--- src/rtl/regwrite_trace_fifo_if.sv ---
// regwrite_trace_fifo_if: trace output stream; master is the FIFO, slave is the consumer.
interface regwrite_trace_fifo_if #(parameter int CYCLE_W = 16);
    logic               out_valid;
    logic               out_ready;
    logic [CYCLE_W-1:0] out_cycle;
    logic [4:0]         out_reg;
    logic [31:0]        out_data;
    modport master (output out_valid, out_cycle, out_reg, out_data, input out_ready);
    modport slave  (input out_valid, out_cycle, out_reg, out_data, output out_ready);
endinterface

--- src/rtl/regwrite_trace_fifo.sv ---
// regwrite_trace_fifo: cycle-stamped FIFO of register-file writes; r0 writes are never logged.
// Optional TRACE_DROP_COUNT_EN adds a saturating 8-bit count of dropped writes.
module regwrite_trace_fifo #(
    parameter int DEPTH   = 16,
    parameter int CYCLE_W = 16
) (
    input  logic                     clock,
    input  logic                     reset,
    input  logic                     ctrl_writeEnable,
    input  logic [4:0]               ctrl_writeReg,
    input  logic [31:0]              data_writeReg,
    input  logic                     clear,
    regwrite_trace_fifo_if.master    tr,
    output logic [$clog2(DEPTH):0]   count,
    output logic                     overflow,
    output logic [7:0]               drop_count
);
    localparam int AW = $clog2(DEPTH);
    localparam int EW = CYCLE_W + 37;

    logic [EW-1:0]      mem_q [DEPTH];
    logic [AW-1:0]      wr_q, wr_d, rd_q, rd_d;
    logic [AW:0]        cnt_q, cnt_d;
    logic [CYCLE_W-1:0] cyc_q, cyc_d;
    logic               ovf_q, ovf_d;
    logic               valid, push_req, pop, push, drop;

    always_comb begin
        valid    = cnt_q != '0;
        pop      = valid && tr.out_ready;
        push_req = ctrl_writeEnable && ctrl_writeReg != 5'd0;
        // A full FIFO still accepts a write when the head leaves on the same edge.
        push     = push_req && (cnt_q != (AW+1)'(DEPTH) || pop);
        drop     = push_req && !push;
        cyc_d    = cyc_q + 1'b1;
        wr_d     = clear ? '0 : wr_q + AW'(push);
        rd_d     = clear ? '0 : rd_q + AW'(pop);
        cnt_d    = clear ? '0 : cnt_q + (AW+1)'(push) - (AW+1)'(pop);
        ovf_d    = !clear && (ovf_q || drop);
    end

    always_ff @(posedge clock or negedge reset)
        if (!reset) begin
            cyc_q <= '0;
            wr_q  <= '0;
            rd_q  <= '0;
            cnt_q <= '0;
            ovf_q <= 1'b0;
        end else begin
            cyc_q <= cyc_d;
            wr_q  <= wr_d;
            rd_q  <= rd_d;
            cnt_q <= cnt_d;
            ovf_q <= ovf_d;
        end

    // Storage needs no reset: nothing is visible unless count says it is valid.
    always_ff @(posedge clock)
        if (push && !clear) mem_q[wr_q] <= {cyc_q, ctrl_writeReg, data_writeReg};

    assign tr.out_valid = valid;
    assign {tr.out_cycle, tr.out_reg, tr.out_data} = valid ? mem_q[rd_q] : '0;
    assign count    = cnt_q;
    assign overflow = ovf_q;

`ifdef TRACE_DROP_COUNT_EN
    logic [7:0] dc_q, dc_d;
    always_comb dc_d = clear ? 8'd0 : dc_q + 8'(drop && dc_q != 8'hff);
    always_ff @(posedge clock or negedge reset)
        if (!reset) dc_q <= 8'd0;
        else        dc_q <= dc_d;
    assign drop_count = dc_q;
`else
    assign drop_count = 8'd0;
`endif
endmodule

--- src/flat_wrapper.sv ---
// flat-port wrapper written by rule: the top's interface ports become plain ports
module regwrite_trace_fifo_flat 
#(
    parameter int DEPTH   = 16,
    parameter int CYCLE_W = 16
)
  (clock, reset, ctrl_writeEnable, ctrl_writeReg, data_writeReg, clear, count, overflow, drop_count, tr_out_valid, tr_out_cycle, tr_out_reg, tr_out_data, tr_out_ready);
  regwrite_trace_fifo_if #(.CYCLE_W(CYCLE_W)) tr_i ();
  input  logic clock;
  input  logic reset;
  input  logic ctrl_writeEnable;
  input  logic [4:0] ctrl_writeReg;
  input  logic [31:0] data_writeReg;
  input  logic clear;
  output logic [$clog2(DEPTH):0] count;
  output logic overflow;
  output logic [7:0] drop_count;
  output wire logic [$bits(tr_i.out_valid)-1:0] tr_out_valid;
  output wire logic [$bits(tr_i.out_cycle)-1:0] tr_out_cycle;
  output wire logic [$bits(tr_i.out_reg)-1:0] tr_out_reg;
  output wire logic [$bits(tr_i.out_data)-1:0] tr_out_data;
  input wire logic [$bits(tr_i.out_ready)-1:0] tr_out_ready;
  assign tr_out_valid = tr_i.out_valid;
  assign tr_out_cycle = tr_i.out_cycle;
  assign tr_out_reg = tr_i.out_reg;
  assign tr_out_data = tr_i.out_data;
  assign tr_i.out_ready = tr_out_ready;
  regwrite_trace_fifo #(.DEPTH(DEPTH), .CYCLE_W(CYCLE_W)) u_core (.clock(clock), .reset(reset), .ctrl_writeEnable(ctrl_writeEnable), .ctrl_writeReg(ctrl_writeReg), .data_writeReg(data_writeReg), .clear(clear), .tr(tr_i), .count(count), .overflow(overflow), .drop_count(drop_count));
endmodule
--- config.mk ---
export PLATFORM = sky130hd
export DESIGN_NAME = regwrite_trace_fifo_flat
export DESIGN_NICKNAME = d
export VERILOG_FILES = /design/src/rtl/regwrite_trace_fifo_if.sv /design/src/rtl/regwrite_trace_fifo.sv /design/src/flat_wrapper.sv
export SDC_FILE = /design/constraint.sdc
export NUM_CORES = 1
export LEC_CHECK = 0
export BUFFER_PORTS_ARGS = -buffer_cell sky130_fd_sc_hd__buf_2
export CAP_MARGIN = 15
export CORE_UTILIZATION = 36
export DETAILED_ROUTE_END_ITERATION = 8
export PLACE_DENSITY = 0.51
export SETUP_SLACK_MARGIN = 0.3
export SLEW_MARGIN = 20
export SYNTH_ARGS = -nofsm -noshare
export SYNTH_HDL_FRONTEND = slang
export SYNTH_SLANG_ARGS = --single-unit
--- constraint.sdc ---
create_clock -name clock -period 9.75 [get_ports clock]
set_input_delay 1.4625 -clock clock [delete_from_list [all_inputs] [get_ports clock]]
set_output_delay 1.4625 -clock clock [all_outputs]
set_load 0.05 [all_outputs]
# Word-level counts from Yosys, hierarchy flattened
# Memories as Yosys holds them, arrays and structs flattened.
# Index checks and enable logic that the tools add are counted.
op_classes:
  addsub: 5
  mux: 6
  n_eq_ne: 1
  n_reduce_logical: 12
op_table:
  columns: ["cell", "n"]
  rows:
  - ["2-to-1 mux 53 bit", 1]
  - ["adder 16 x 1 -> 16 bit (second input constant)", 1]
  - ["nonzero test 5 bit", 2]
  - ["adder 4 x 1 -> 4 bit", 2]
  - ["2-to-1 mux 4 bit", 2]
  - ["logical AND 1 bit", 6]
  - ["adder 5 x 1 -> 5 bit", 1]
  - ["2-to-1 mux 5 bit", 1]
  - ["inequality test 5 bit (second input constant)", 1]
  - ["subtractor 5 x 1 -> 5 bit", 1]
  - ["zero test 1 bit", 2]
  - ["logical OR 1 bit", 2]
  - ["2-to-1 mux 1 bit", 2]
word_totals:
  in_bits: 42
  ff_bits: 30
  out_inout_bits: 68
  ramBits: 848
  n_memories: 1
  word_cells: 30
mem_list:
  columns: ["memory", "words", "word_bits", "rd", "rd_ports_with_merged_regs", "write_ports", "line", "source"]
  rows:
  - ["u_core.mem_q", 16, 53, 1, 0, 1, "regwrite_trace_fifo.sv:21", "logic [EW-1:0] mem_q [DEPTH];"]

# Longest topological paths before layout
# Gate-level depths: netlist of run 1.
depth:
  ltp_word: 8
  ltp_mapped: 14

# Least setup slack after synthesis of run 1
# Ideal clock, no wire load.
synth_timing:
  path_kind: "input to register"
  from: "input port tr_out_ready"
  to: "memory u_core.mem_q[4][0] (netlist bit), enable pin"
  slack_ps: 1951
  path_stages: 5
  arrival_ps: 7204
  required_time_ps: 9155
  setup_time_ps: 595
  cell_sequence: "and4b_1 nand2b_1 buf_2 buf_2 nor4_1"
synth_via:
  elab_chain_cells: 6
synth_lines:
  columns: ["element", "line", "source"]
  rows:
  - ["from (decl)", "flat_wrapper.sv:22", "input wire logic [$bits(tr_i.out_ready)-1:0] tr_out_ready;"]
  - ["logical AND 1 bit", "regwrite_trace_fifo.sv:30", "pop = valid && tr.out_ready;"]
  - ["logical OR 1 bit", "regwrite_trace_fifo.sv:33", "push = push_req && (cnt_q != (AW+1)'(DEPTH) || pop);"]
  - ["logical AND 1 bit", "regwrite_trace_fifo.sv:33", null]
  - ["logical AND 1 bit", "regwrite_trace_fifo.sv:59", "if (push && !clear) mem_q[wr_q] <= {cyc_q, ctrl_writeReg, data_writeReg};"]
  - ["2-to-1 mux 1 bit", "regwrite_trace_fifo.sv:59", null]
  - ["2-to-1 mux 1 bit (implied by the code)", "regwrite_trace_fifo.sv:59", null]
  - ["to (decl)", "regwrite_trace_fifo.sv:21", null]
# No other way between the ends.

# Worst setup path after layout of run 1
layout_timing:
  from: "register u_core.cnt_q[2], in the netlist u_core.count[2]"
  to: "output port tr_out_cycle[3]"
layout_via:
  elab_chain_cells: 2
layout_lines:
  columns: ["element", "line", "source"]
  rows:
  - ["from (decl)", "regwrite_trace_fifo.sv:23", "logic [AW:0] cnt_q, cnt_d;"]
  - ["from (signal assigned)", "regwrite_trace_fifo.sv:53", "cnt_q <= cnt_d;"]
  - ["nonzero test 5 bit", "regwrite_trace_fifo.sv:29", "valid = cnt_q != '0;"]
  - ["2-to-1 mux 53 bit", "regwrite_trace_fifo.sv:62", "assign {tr.out_cycle, tr.out_reg, tr.out_data} = valid ? mem_q[rd_q] : '0;"]
  - ["to (decl)", "flat_wrapper.sv:19", "output wire logic [$bits(tr_i.out_cycle)-1:0] tr_out_cycle;"]
# No other way between the ends.

==> qor.csv, run 1 <==
metric,value,unit
run_status,"finished, final reports clean",
synth-edff-count,848,
first_global_vias,16500,
crit_fanout,41,
timing_hold_violations_final,0,
die-height,306,µm
clock_tree.htree_level_count,3,
critical_path_class,reg2out,
cts_tree,built,
grt_max_degree,106,
buffer_ports.inserted,101,
worst_hold_class,reg2reg,
post_cts_buffers,0,
final-max-slew-violation-count,0,
drt-initial-drc-count,1305,
clkSlewWorstSetupHoldPaths,0.06,ns
detail_route.wl_per_cell,27.2,µm
warnings_from_yosys,0,
sort_of_element_at_the_end_of_the_critical_path,primary output,
crit_path_top_delay_cell,sky130_fd_sc_hd__buf_4,
setup_viol,0,
cts_hold_buffers,0,
synth_ff_type,sky130_fd_sc_hd__edfxtp_1,
fin_crit_sh,55.3,%
cts_made_buffers,93,
total_clock_sinks,878,
place.gp.congestion,0.699,
cts-root-to-sink-buffers,3,
synthDominantAreaCellType,sky130_fd_sc_hd__edfxtp_1,
arrival_time_reported_for_the_critical_path_endpoint,3.93,ns
critPathLaunchType,register,
worst-endpoint-required,8.29,ns
grt_setup_unrepaired,no,
yosysUniqueCellTypes,40,
grt_pass1_wl,114000,µm
core_area,91700,µm²
root_buffer,sky130_fd_sc_hd__clkbuf_16,
ys_seq_area_share,78.8,%
avgSynthCellArea,22.8,µm²
dp_worst_setup_slack,4.86,ns
grt_antenna_before_repair,3,
worst_slew_margin_relative_to_its_limit,26.0,%
diodes,0,
max_cap_violations,0,
grt_usage,16.9,%
power-per-cell-area,255,nW/µm²
worst_ir_drop_on_vdd,0.189,mV
io_pins,110,
totalNegativeSetupSlack,0,ns
drt_first_pass_iters,5,
timing.critical_path.cells,"inv_1, ha_1, nor4b_4, nor3b_4, buf_4, a22oi_1, nand2_1, buf_2",
tightest_slew,1.11,ns
via_per_inst,5.36,
finish.net_count,1670,
start_util,36.3,%
areaGrowthSynthToFinish,15.5,%
design.die.area,93700,µm²
finalClockSkew,0.0150,ns
cells_taking_the_most_area_after_synthesis,"sky130_fd_sc_hd__edfxtp_1 77%, sky130_fd_sc_hd__mux4_2 14%, sky130_fd_sc_hd__a22oi_1 2.4%",
postRouteAntennaNets,0,
grt_remaining_overflow,0,
critical-path-max-stage-delay,0.82,ns
via_count,15400,
synth_largest_type_area_fraction,76.5,%
clk-insertion-delay-late,0.64,ns
layout-drive-gt1-share,30.7,%
fp-row-count,111,
num-fill-cells,7935,
leakage,12.3,nW
routed_wirelength,78300,µm
synthArstFlopShare,3.42,%
layout_setup_ws,4.36,ns
cts.repair.resized,0,
instance_count_of_the_mapped_netlist,1458,
post_synth_instance_area,33300,µm²
drt_drc_violations_left,0,
synth.ff_latch_count,878,
fp.dieW,306,µm
max_freq,0.186,GHz
place_hpwl,36600,µm
min_period,5.39,ns
-- cell usage in the layout (no fill, tap or decap), drive strengths merged, types with 3 or more instances in the layout --
cell / count
edfxtp: 848
and3: 4
clkinvlp: 4
a21oi: 3
inv: 16
a22oi: 105
nand2b: 6
nor4: 16
buf: 141
bufinv: 11
nand2: 59
xnor2: 13
nand3: 9
clkinv: 37
clkbuf: 114
nor2b: 7
nor3b: 3
dfrtp: 30
nor3: 3
mux4: 212
xor2: 7
conb: 8
ha: 10
nor2: 11
-- flip-flops by register name, indices dropped and copies added, names as in the netlist --
signal,count
u_core.wr_q,4
u_core.overflow,1
u_core.mem_q,848
u_core.cyc_q,16
u_core.rd_q,4
u_core.count,5
-- layout make-up --
type	count	area, µm²	area share, %
Tap cell	1186	1480	3.86
Inverter	11	41.3	0.107
Timing Repair Buffer	141	843	2.19
Sequential cell	878	26200	68.2
Multi-Input combinational cell	492	6740	17.5
Clock inverter	57	596	1.55
Clock buffer	114	2510	6.53
-- worst max-delay path: cells and delay by family (launching register included) --
family / cells / cell delay [ns]
compound gates: 1 / 0.21
fa+ha+maj: 1 / 0.21
buf+inv: 3 / 1.22
flops: 1 / 0.38
simple gates: 3 / 1.23
-- through the flow --
stage / hold slack (ns) / area [µm²] / instances / total power, mW / utilization, %
4_1_cts: 0.515 / 38400 / 2878 / 9.95 / 41.9
3_3_place_gp: 0.485 / 35300 / 2707 / 6.36 / 38.5
6_report: 0.519 / 38400 / 2879 / 9.81 / 41.9
5_1_grt: 0.562 / 38400 / 2879 / 10.2 / 41.9
3_5_place_dp: 0.500 / 35300 / 2707 / 6.37 / 38.5
2_1_floorplan: 0.551 / 33300 / 1465 / 5.82 / -
-- logic make-up (layout without fill, tap and decap cells) --
family	after synthesis	after routing	synth area share [%]
other	1	8	0.0113
buffers and inverters	95	323	1.42
DFF	878	878	78.8
and+or+nand+nor	127	127	1.94
AOI/OAI and AO/OA	113	113	2.52
adders and majority gates	11	11	0.436
xor gates and xnor gates	20	20	0.526
muxes	213	213	14.4
-- path summary, 6_finish.rpt --
| path | to | from | depth (start not counted) | slack (ns) |
|---|---|---|---|---|
| worst max-delay path | tr_out_cycle[3] | u_core.count[2] | 8 | 4.36 |
| worst min-delay path | u_core.overflow | u_core.overflow | 2 | 0.52 |
| worst max register to register | u_core.mem_q[13][9] | u_core.count[2] | 7 | 6.33 |
| worst min register to register | u_core.overflow | u_core.overflow | 2 | 0.52 |
| max in group asynchronous | u_core.rd_q[1] | reset | 1 | 8.27 |
| min in group asynchronous | u_core.count[0] | reset | 1 | 0.90 |
-- synth_stat cells, types with 2 or more instances --
| library cell | count |
|---|---|
| sky130_fd_sc_hd__nor3_1 | 3 |
| sky130_fd_sc_hd__nand2b_1 | 6 |
| sky130_fd_sc_hd__nand3_1 | 9 |
| sky130_fd_sc_hd__nand4_1 | 2 |
| sky130_fd_sc_hd__a21oi_1 | 3 |
| sky130_fd_sc_hd__nor2_1 | 11 |
| sky130_fd_sc_hd__buf_6 | 7 |
| sky130_fd_sc_hd__dfrtp_1 | 30 |
| sky130_fd_sc_hd__xnor2_1 | 13 |
| sky130_fd_sc_hd__and3_1 | 4 |
| sky130_fd_sc_hd__mux4_2 | 212 |
| sky130_fd_sc_hd__nor2b_1 | 7 |
| sky130_fd_sc_hd__buf_4 | 8 |
| sky130_fd_sc_hd__nor3b_2 | 2 |
| sky130_fd_sc_hd__and4_1 | 2 |
| sky130_fd_sc_hd__buf_2 | 28 |
| sky130_fd_sc_hd__a22oi_1 | 105 |
| sky130_fd_sc_hd__clkbuf_1 | 33 |
| sky130_fd_sc_hd__nand2_1 | 59 |
| sky130_fd_sc_hd__ha_1 | 10 |
| sky130_fd_sc_hd__nor4_1 | 16 |
| sky130_fd_sc_hd__inv_1 | 10 |
| sky130_fd_sc_hd__xor2_1 | 7 |
| sky130_fd_sc_hd__buf_1 | 8 |
| sky130_fd_sc_hd__edfxtp_1 | 848 |
-- report_power, final --
part | internal, mW | switching [mW] | total [mW]
sequential | 4.17 | 0.0941 | 4.27
combinational | 0.706 | 1.26 | 1.97
clock | 2.12 | 1.45 | 3.57
-- routing by layer --
| metal | vias to the layer above | track usage, % | part of all wire [%] |
|---|---|---|---|
| li1 | 6491 | - | - |
| met1 | 8463 | 23.5 | 44 |
| met2 | 392 | 27.8 | 50 |
| met3 | 88 | 3.08 | 5.0 |
| met4 | 2 | 3.92 | 1.4 |
| met5 | - | 0 | 0.010 |
Note: power is estimated with default switching activity, not from simulation.
==> inputs of run 2 (changes only) <==
--- a/config.mk
+++ b/config.mk
@@ -9,7 +9,7 @@
 export CAP_MARGIN = 15
 export CORE_UTILIZATION = 36
 export DETAILED_ROUTE_END_ITERATION = 8
-export PLACE_DENSITY = 0.51
+export PLACE_DENSITY = 0.53
 export SETUP_SLACK_MARGIN = 0.3
 export SLEW_MARGIN = 20
 export SYNTH_ARGS = -nofsm -noshare
==> constraint.sdc (replaced) <==
create_clock -name clock -period 4.9 [get_ports clock]
set_input_delay 0.735 -clock clock [delete_from_list [all_inputs] [get_ports clock]]
set_output_delay 0.735 -clock clock [all_outputs]
set_load 0.05 [all_outputs]
==> run 2 against run 1 <==
Effect of this change:
- critical endpoint is now tr_out_cycle[4]
- clock skew is 0.0033 ns higher
- sequential power increased by 98%
- count of clock-buffer cells in the layout is the same
- die area is the same
- via count fell by 1.5%
- sequential share of layout area grew 0.28 points
- design area down 0.40%
- flip-flop and latch count is the same
- clock power increased by 77%
- first-iteration DRC count shrank 4.8%
==> qor.csv, run 2 (synthesis gave the netlist of run 1 again) <==
metric,value,unit,change
cts_tree,built,,unchanged
mostFrequentLayoutCell,sky130_fd_sc_hd__edfxtp_1,,unchanged
dp_worst_setup_slack,1.36,ns,was 4.86 ns
crit_fanout,30,,was 41
sequential_cell_area,26200,µm²,unchanged
multiInputGateArea,6890,µm²,was 6740 µm²
run_status,"finished, final reports clean",,unchanged
arrival_time_reported_for_the_critical_path_endpoint,3.39,ns,was 3.93 ns
io_pins,110,,unchanged
num-fill-cells,7901,,was 7935
totalNegativeSetupSlack,0,ns,unchanged
mostFrequentLayoutCells,"848 x sky130_fd_sc_hd__edfxtp_1, 212 x sky130_fd_sc_hd__mux4_2, 105 x sky130_fd_sc_hd__a22oi_1",,unchanged
layout-drive-gt1-share,29.9,%,was 30.7%
via_count,15200,,was 15400
place.gp.congestion,0.725,,was 0.699
cts_hold_buffers,0,,unchanged
cts_made_buffers,88,,was 93
die-height,306,µm,unchanged
finalClockSkew,0.0184,ns,was 0.0150 ns
post_cts_buffers,0,,unchanged
post-layout-total-power,18.8,mW,was 9.81 mW
max_cap_violations,0,,unchanged
clock_tree.htree_level_count,3,,unchanged
sort_of_element_at_the_end_of_the_critical_path,primary output,,unchanged
min_period,4.12,ns,
clkSlewWorstSetupHoldPaths,0.06,ns,about the same
fp-row-count,111,,unchanged
grt_setup_unrepaired,no,,unchanged
fin_crit_sh,84.1,%,
holdWs,0.153,ns,was 0.519 ns
diodes,0,,unchanged
total_clock_sinks,878,,unchanged
finish.net_count,1668,,was 1670
worst-endpoint-required,4.16,ns,was 8.29 ns
core_area,91700,µm²,unchanged
top_register,u_core.mem_q,,unchanged
layout_setup_ws,0.779,ns,was 4.36 ns
cts-root-to-sink-buffers,3,,unchanged
critPathLaunchType,register,,unchanged
final-max-slew-violation-count,0,,unchanged
drt-initial-drc-count,1243,,was 1305
grt_usage,16.2,%,was 16.9%
max_freq,0.243,GHz,
grt_max_degree,59,,was 106
layout.core_utilization,41.8,%,was 41.9%
worst_slew_margin_relative_to_its_limit,32.1,%,was 26.0%
via_per_inst,5.30,,was 5.36
place_hpwl,39700,µm,was 36600 µm
grt_remaining_overflow,0,,unchanged
fp.dieW,306,µm,unchanged
design.die.area,93700,µm²,unchanged
root_buffer,sky130_fd_sc_hd__clkbuf_16,,unchanged
critical_path_class,reg2out,,unchanged
tightest_slew,1.02,ns,was 1.11 ns
areaGrowthSynthToFinish,15.0,%,was 15.5%
leakage,12.2,nW,was 12.3 nW
drt_first_pass_iters,5,,unchanged
grt_antenna_before_repair,1,,was 3
grt_pass1_wl,111000,µm,was 114000 µm
detail_route.wl_per_cell,26.0,µm,was 27.2 µm
power-per-cell-area,490,nW/µm²,was 255 nW/µm²
cts.repair.resized,0,,unchanged
timing_hold_violations_final,0,,unchanged
buffer_ports.inserted,101,,unchanged
drt_drc_violations_left,0,,unchanged
worst_ir_drop_on_vdd,0.293,mV,was 0.189 mV
postRouteAntennaNets,0,,unchanged
routed_wirelength,74700,µm,was 78300 µm
worst_hold_class,in2async,,was reg2reg
start_util,36.3,%,unchanged
clk-insertion-delay-late,0.64,ns,about the same
first_global_vias,16400,,was 16500
largest_register_ffs,848,,unchanged
setup_viol,0,,unchanged
==> run 2: per-stage QoR <==
step	instances	cell area, µm²
after CTS	2869	38300
after detailed placement	2711	35600
after global routing	2869	38300
after floorplan	1465	33400
final	2869	38300
after global placement	2711	35600
==> run 2: area by class of cell <==
cell class | instances | share of cell area, %
flip-flops and latches | 878 | 68.5
well taps | 1186 | 3.88
inverters | 11 | 0.108
repair buffers | 144 | 2.46
multi-input cells | 492 | 18.0
clock inverters | 44 | 0.866
clock buffers | 114 | 6.20
==> run 2: per-layer routing <==
layer / track usage (%) / share of wire (%) / up-vias
li1: - / - / 6496
met1: 22.2 / 44 / 8274
met2: 26.7 / 50 / 341
met3: 2.67 / 4.6 / 87
met4: 4.66 / 1.8 / 2
met5: 0 / 0.013 / -
==> run 2: worst max-delay path: stages, from the launching register on <==
cell                      delay, ns
sky130_fd_sc_hd__dfrtp_4       0.90
sky130_fd_sc_hd__buf_4         0.53
sky130_fd_sc_hd__mux4_2        0.56
sky130_fd_sc_hd__a22oi_1       0.24
sky130_fd_sc_hd__nand2_1       0.22
sky130_fd_sc_hd__buf_2         0.28
==> run 2: final timing paths <==
check	start	cells after the start	endpoint	slack, ns
worst max-delay path	u_core.rd_q[0]	5	tr_out_cycle[4]	0.78
worst min-delay path	reset	1	u_core.cyc_q[0]	0.15
worst max register to register	u_core.count[3]	7	u_core.mem_q[3][7]	1.83
worst min register to register	u_core.overflow	2	u_core.overflow	0.60
max in group asynchronous	reset	1	u_core.rd_q[1]	4.22
min in group clock	data_writeReg[26]	1	u_core.mem_q[3][26]	0.46
==> run 2: report_power, final <==
| part | switching (mW) | internal (mW) | total, mW |
|---|---|---|---|
| clock network | 2.75 | 3.58 | 6.32 |
| logic | 2.51 | 1.46 | 3.98 |
| registers | 0.156 | 8.30 | 8.46 |
| total | 5.42 | 13.3 | 18.8 |
==> inputs of run 3 (changes only) <==
--- a/config.mk
+++ b/config.mk
@@ -9,7 +9,7 @@
 export CAP_MARGIN = 15
 export CORE_UTILIZATION = 36
 export DETAILED_ROUTE_END_ITERATION = 8
-export PLACE_DENSITY = 0.53
+export PLACE_DENSITY = 0.51
 export SETUP_SLACK_MARGIN = 0.3
 export SLEW_MARGIN = 20
 export SYNTH_ARGS = -nofsm -noshare
==> constraint.sdc (replaced) <==
create_clock -name clock -period 4 [get_ports clock]
set_input_delay 0.6 -clock clock [delete_from_list [all_inputs] [get_ports clock]]
set_output_delay 0.6 -clock clock [all_outputs]
set_load 0.05 [all_outputs]
==> run 3 against run 2 <==
Effect of this change:
- routed wire length grew 2.2%
- sequential share of layout area shrank 1.1 points
- clock skew grew 0.0037 ns
- core utilization grew 0.68 points
- critical path depth grew 4
- global-route usage grew 0.27 points
- count of clock-buffer cells in the layout shrank 3
- critical path type unchanged
- largest cell class unchanged
- largest power group unchanged
==> qor.csv, run 3 (synthesis gave the netlist of run 1 again) <==
metric,value,unit,change
worst_ir_drop_on_vdd,0.499,mV,was 0.293 mV
worst_hold_class,in2async,,unchanged
top_register,u_core.mem_q,,unchanged
critPathLaunchType,register,,unchanged
total_clock_sinks,878,,unchanged
min_period,3.56,ns,
multiInputGateArea,6910,µm²,was 6890 µm²
leakage,12.5,nW,was 12.2 nW
grt_pass1_wl,112000,µm,was 111000 µm
cp-startpoint,u_core.count[3],,was u_core.rd_q[0]
max_cap_violations,0,,unchanged
drt-initial-drc-count,1203,,was 1243
timing_hold_violations_final,0,,unchanged
cts_hold_buffers,0,,unchanged
sort_of_element_at_the_end_of_the_critical_path,primary output,,unchanged
clkSlewWorstSetupHoldPaths,0.06,ns,about the same
worst_slew_margin_relative_to_its_limit,30.6,%,was 32.1%
largest_register_ffs,848,,unchanged
crit_path_top_delay_cell,sky130_fd_sc_hd__clkbuf_16,,was sky130_fd_sc_hd__dfrtp_4
layout.core_utilization,42.4,%,was 41.8%
clk-insertion-delay-late,0.64,ns,about the same
design_area,38900,µm²,was 38300 µm²
routed_wirelength,76400,µm,was 74700 µm
drt_drc_violations_left,0,,unchanged
first_global_vias,16400,,about the same
mostFrequentLayoutCells,"848 x sky130_fd_sc_hd__edfxtp_1, 212 x sky130_fd_sc_hd__mux4_2, 102 x sky130_fd_sc_hd__a22oi_1",,"was 848 x sky130_fd_sc_hd__edfxtp_1, 212 x sky130_fd_sc_hd__mux4_2, 105 x sky130_fd_sc_hd__a22oi_1"
num-fill-cells,7861,,was 7901
crit_fanout,52,,was 30
detail_route.wl_per_cell,26.4,µm,was 26.0 µm
via_count,15400,,was 15200
power-per-cell-area,614,nW/µm²,was 490 nW/µm²
crit_cells,9,,was 5
fin_crit_sh,89.0,%,
setup.reg_to_reg.worst_slack,1.00,ns,was 1.83 ns
worstPathBufferInverterCount,4,,was 2
sequential_cell_area,26200,µm²,about the same
root_buffer,sky130_fd_sc_hd__clkbuf_16,,unchanged
postRouteAntennaNets,0,,unchanged
cts-root-to-sink-buffers,3,,unchanged
arrival_time_reported_for_the_critical_path_endpoint,2.96,ns,was 3.39 ns
critical_path.reg2reg.endpoint,u_core.mem_q[12][15],,was u_core.mem_q[3][7]
final-max-slew-violation-count,0,,unchanged
endpoint,tr_out_cycle[1],,was tr_out_cycle[4]
place_hpwl,38800,µm,was 39700 µm
worst-endpoint-required,3.40,ns,was 4.16 ns
fp-row-count,111,,unchanged
critical_path_class,reg2out,,unchanged
core_area,91700,µm²,unchanged
grt_max_degree,68,,was 59
tightest_slew,1.04,ns,was 1.02 ns
start_util,36.3,%,unchanged
mostFrequentLayoutCell,sky130_fd_sc_hd__edfxtp_1,,unchanged
layout-drive-gt1-share,31.5,%,was 29.9%
grt_antenna_before_repair,0,,was 1
run_status,"finished, final reports clean",,unchanged
place.gp.congestion,0.690,,was 0.725
grt_remaining_overflow,0,,unchanged
finalClockSkew,0.0220,ns,was 0.0184 ns
regToRegStartpoint,u_core.count[3],,unchanged
timing.critical_path.cells,"inv_1, ha_1, nor4b_4, buf_4, nor3b_4, clkbuf_16, a22oi_2, nand2_1, buf_2",,"was buf_4, mux4_2, a22oi_1, nand2_1, buf_2"
cts_made_buffers,89,,was 88
clock_tree.htree_level_count,3,,unchanged
reg2reg_depth,6,,was 7
drt_first_pass_iters,5,,unchanged
dpl_cell_area,35800,µm²,was 35600 µm²
grt_setup_unrepaired,yes,,was no
die-height,306,µm,unchanged
critical-path-max-stage-delay,0.41,ns,was 0.90 ns
cpLargestDelayFamily,buffers and inverters,,was flip-flops
grt_usage,16.5,%,was 16.2%
diodes,0,,unchanged
io_pins,110,,unchanged
finish.net_count,1689,,was 1668
max_freq,0.281,GHz,
fp.dieW,306,µm,unchanged
post-layout-total-power,23.9,mW,was 18.8 mW
areaGrowthSynthToFinish,16.9,%,was 15.0%
buffer_ports.inserted,101,,unchanged
cts_tree,built,,unchanged
setup_viol,0,,unchanged
design.die.area,93700,µm²,unchanged
via_per_inst,5.31,,was 5.30
run 3: final cells by class:
class                   count  share of cell area (%)
inverters                  11                   0.106
flip-flops and latches    878                    67.4
repair buffers            163                    3.18
clock buffers             111                    6.10
clock inverters            53                    1.62
well taps                1186                    3.81
multi-input cells         493                    17.8
run 3: how the worst min path moves through the flow:
stage                                  to  slack [ns]  depth (start not counted)
final                     u_core.cyc_q[2]        0.03                          1
after global placement    u_core.overflow        0.53                          2
after floorplan           u_core.count[0]        0.30                          0
after CTS                 u_core.cyc_q[2]        0.02                          1
after global routing      u_core.cyc_q[2]        0.06                          1
after detailed placement  u_core.overflow        0.51                          2
run 3: report_power, final:
| part | internal [mW] | switching [mW] |
|---|---|---|
| clock network | 5.06 | 3.44 |
| logic | 1.86 | 3.23 |
| registers | 10.2 | 0.108 |
run 3: what timing repair did:
item	CTS	global route
setup endpoints to repair	39	5
buffers inserted	6	0
resized for setup	1	5
endpoints found under the hold margin	0	0
cloned	1	0
pin swaps	1	0
run 3: metal layers:
metal | up-vias | GRT usage (%) | wire length [µm]
met1 | 8385 | 22.8 | 34100
met4 | 0 | 4.22 | 1200
met2 | 364 | 26.9 | 37300
met5 | - | 0 | 0
met3 | 81 | 2.92 | 3770
li1 | 6532 | - | -
run 3: metrics by stage:
stage	worst slack, ns	hold slack (ns)	std cells	setup TNS [ns]
CTS	0.337	0.0194	2895	0
detailed placement	0.645	0.512	2724	0
floorplan	-0.780	0.304	1465	-288.98
global route	0.296	0.0650	2895	0
finish	0.440	0.0312	2895	0
global placement	0.757	0.525	2724	0
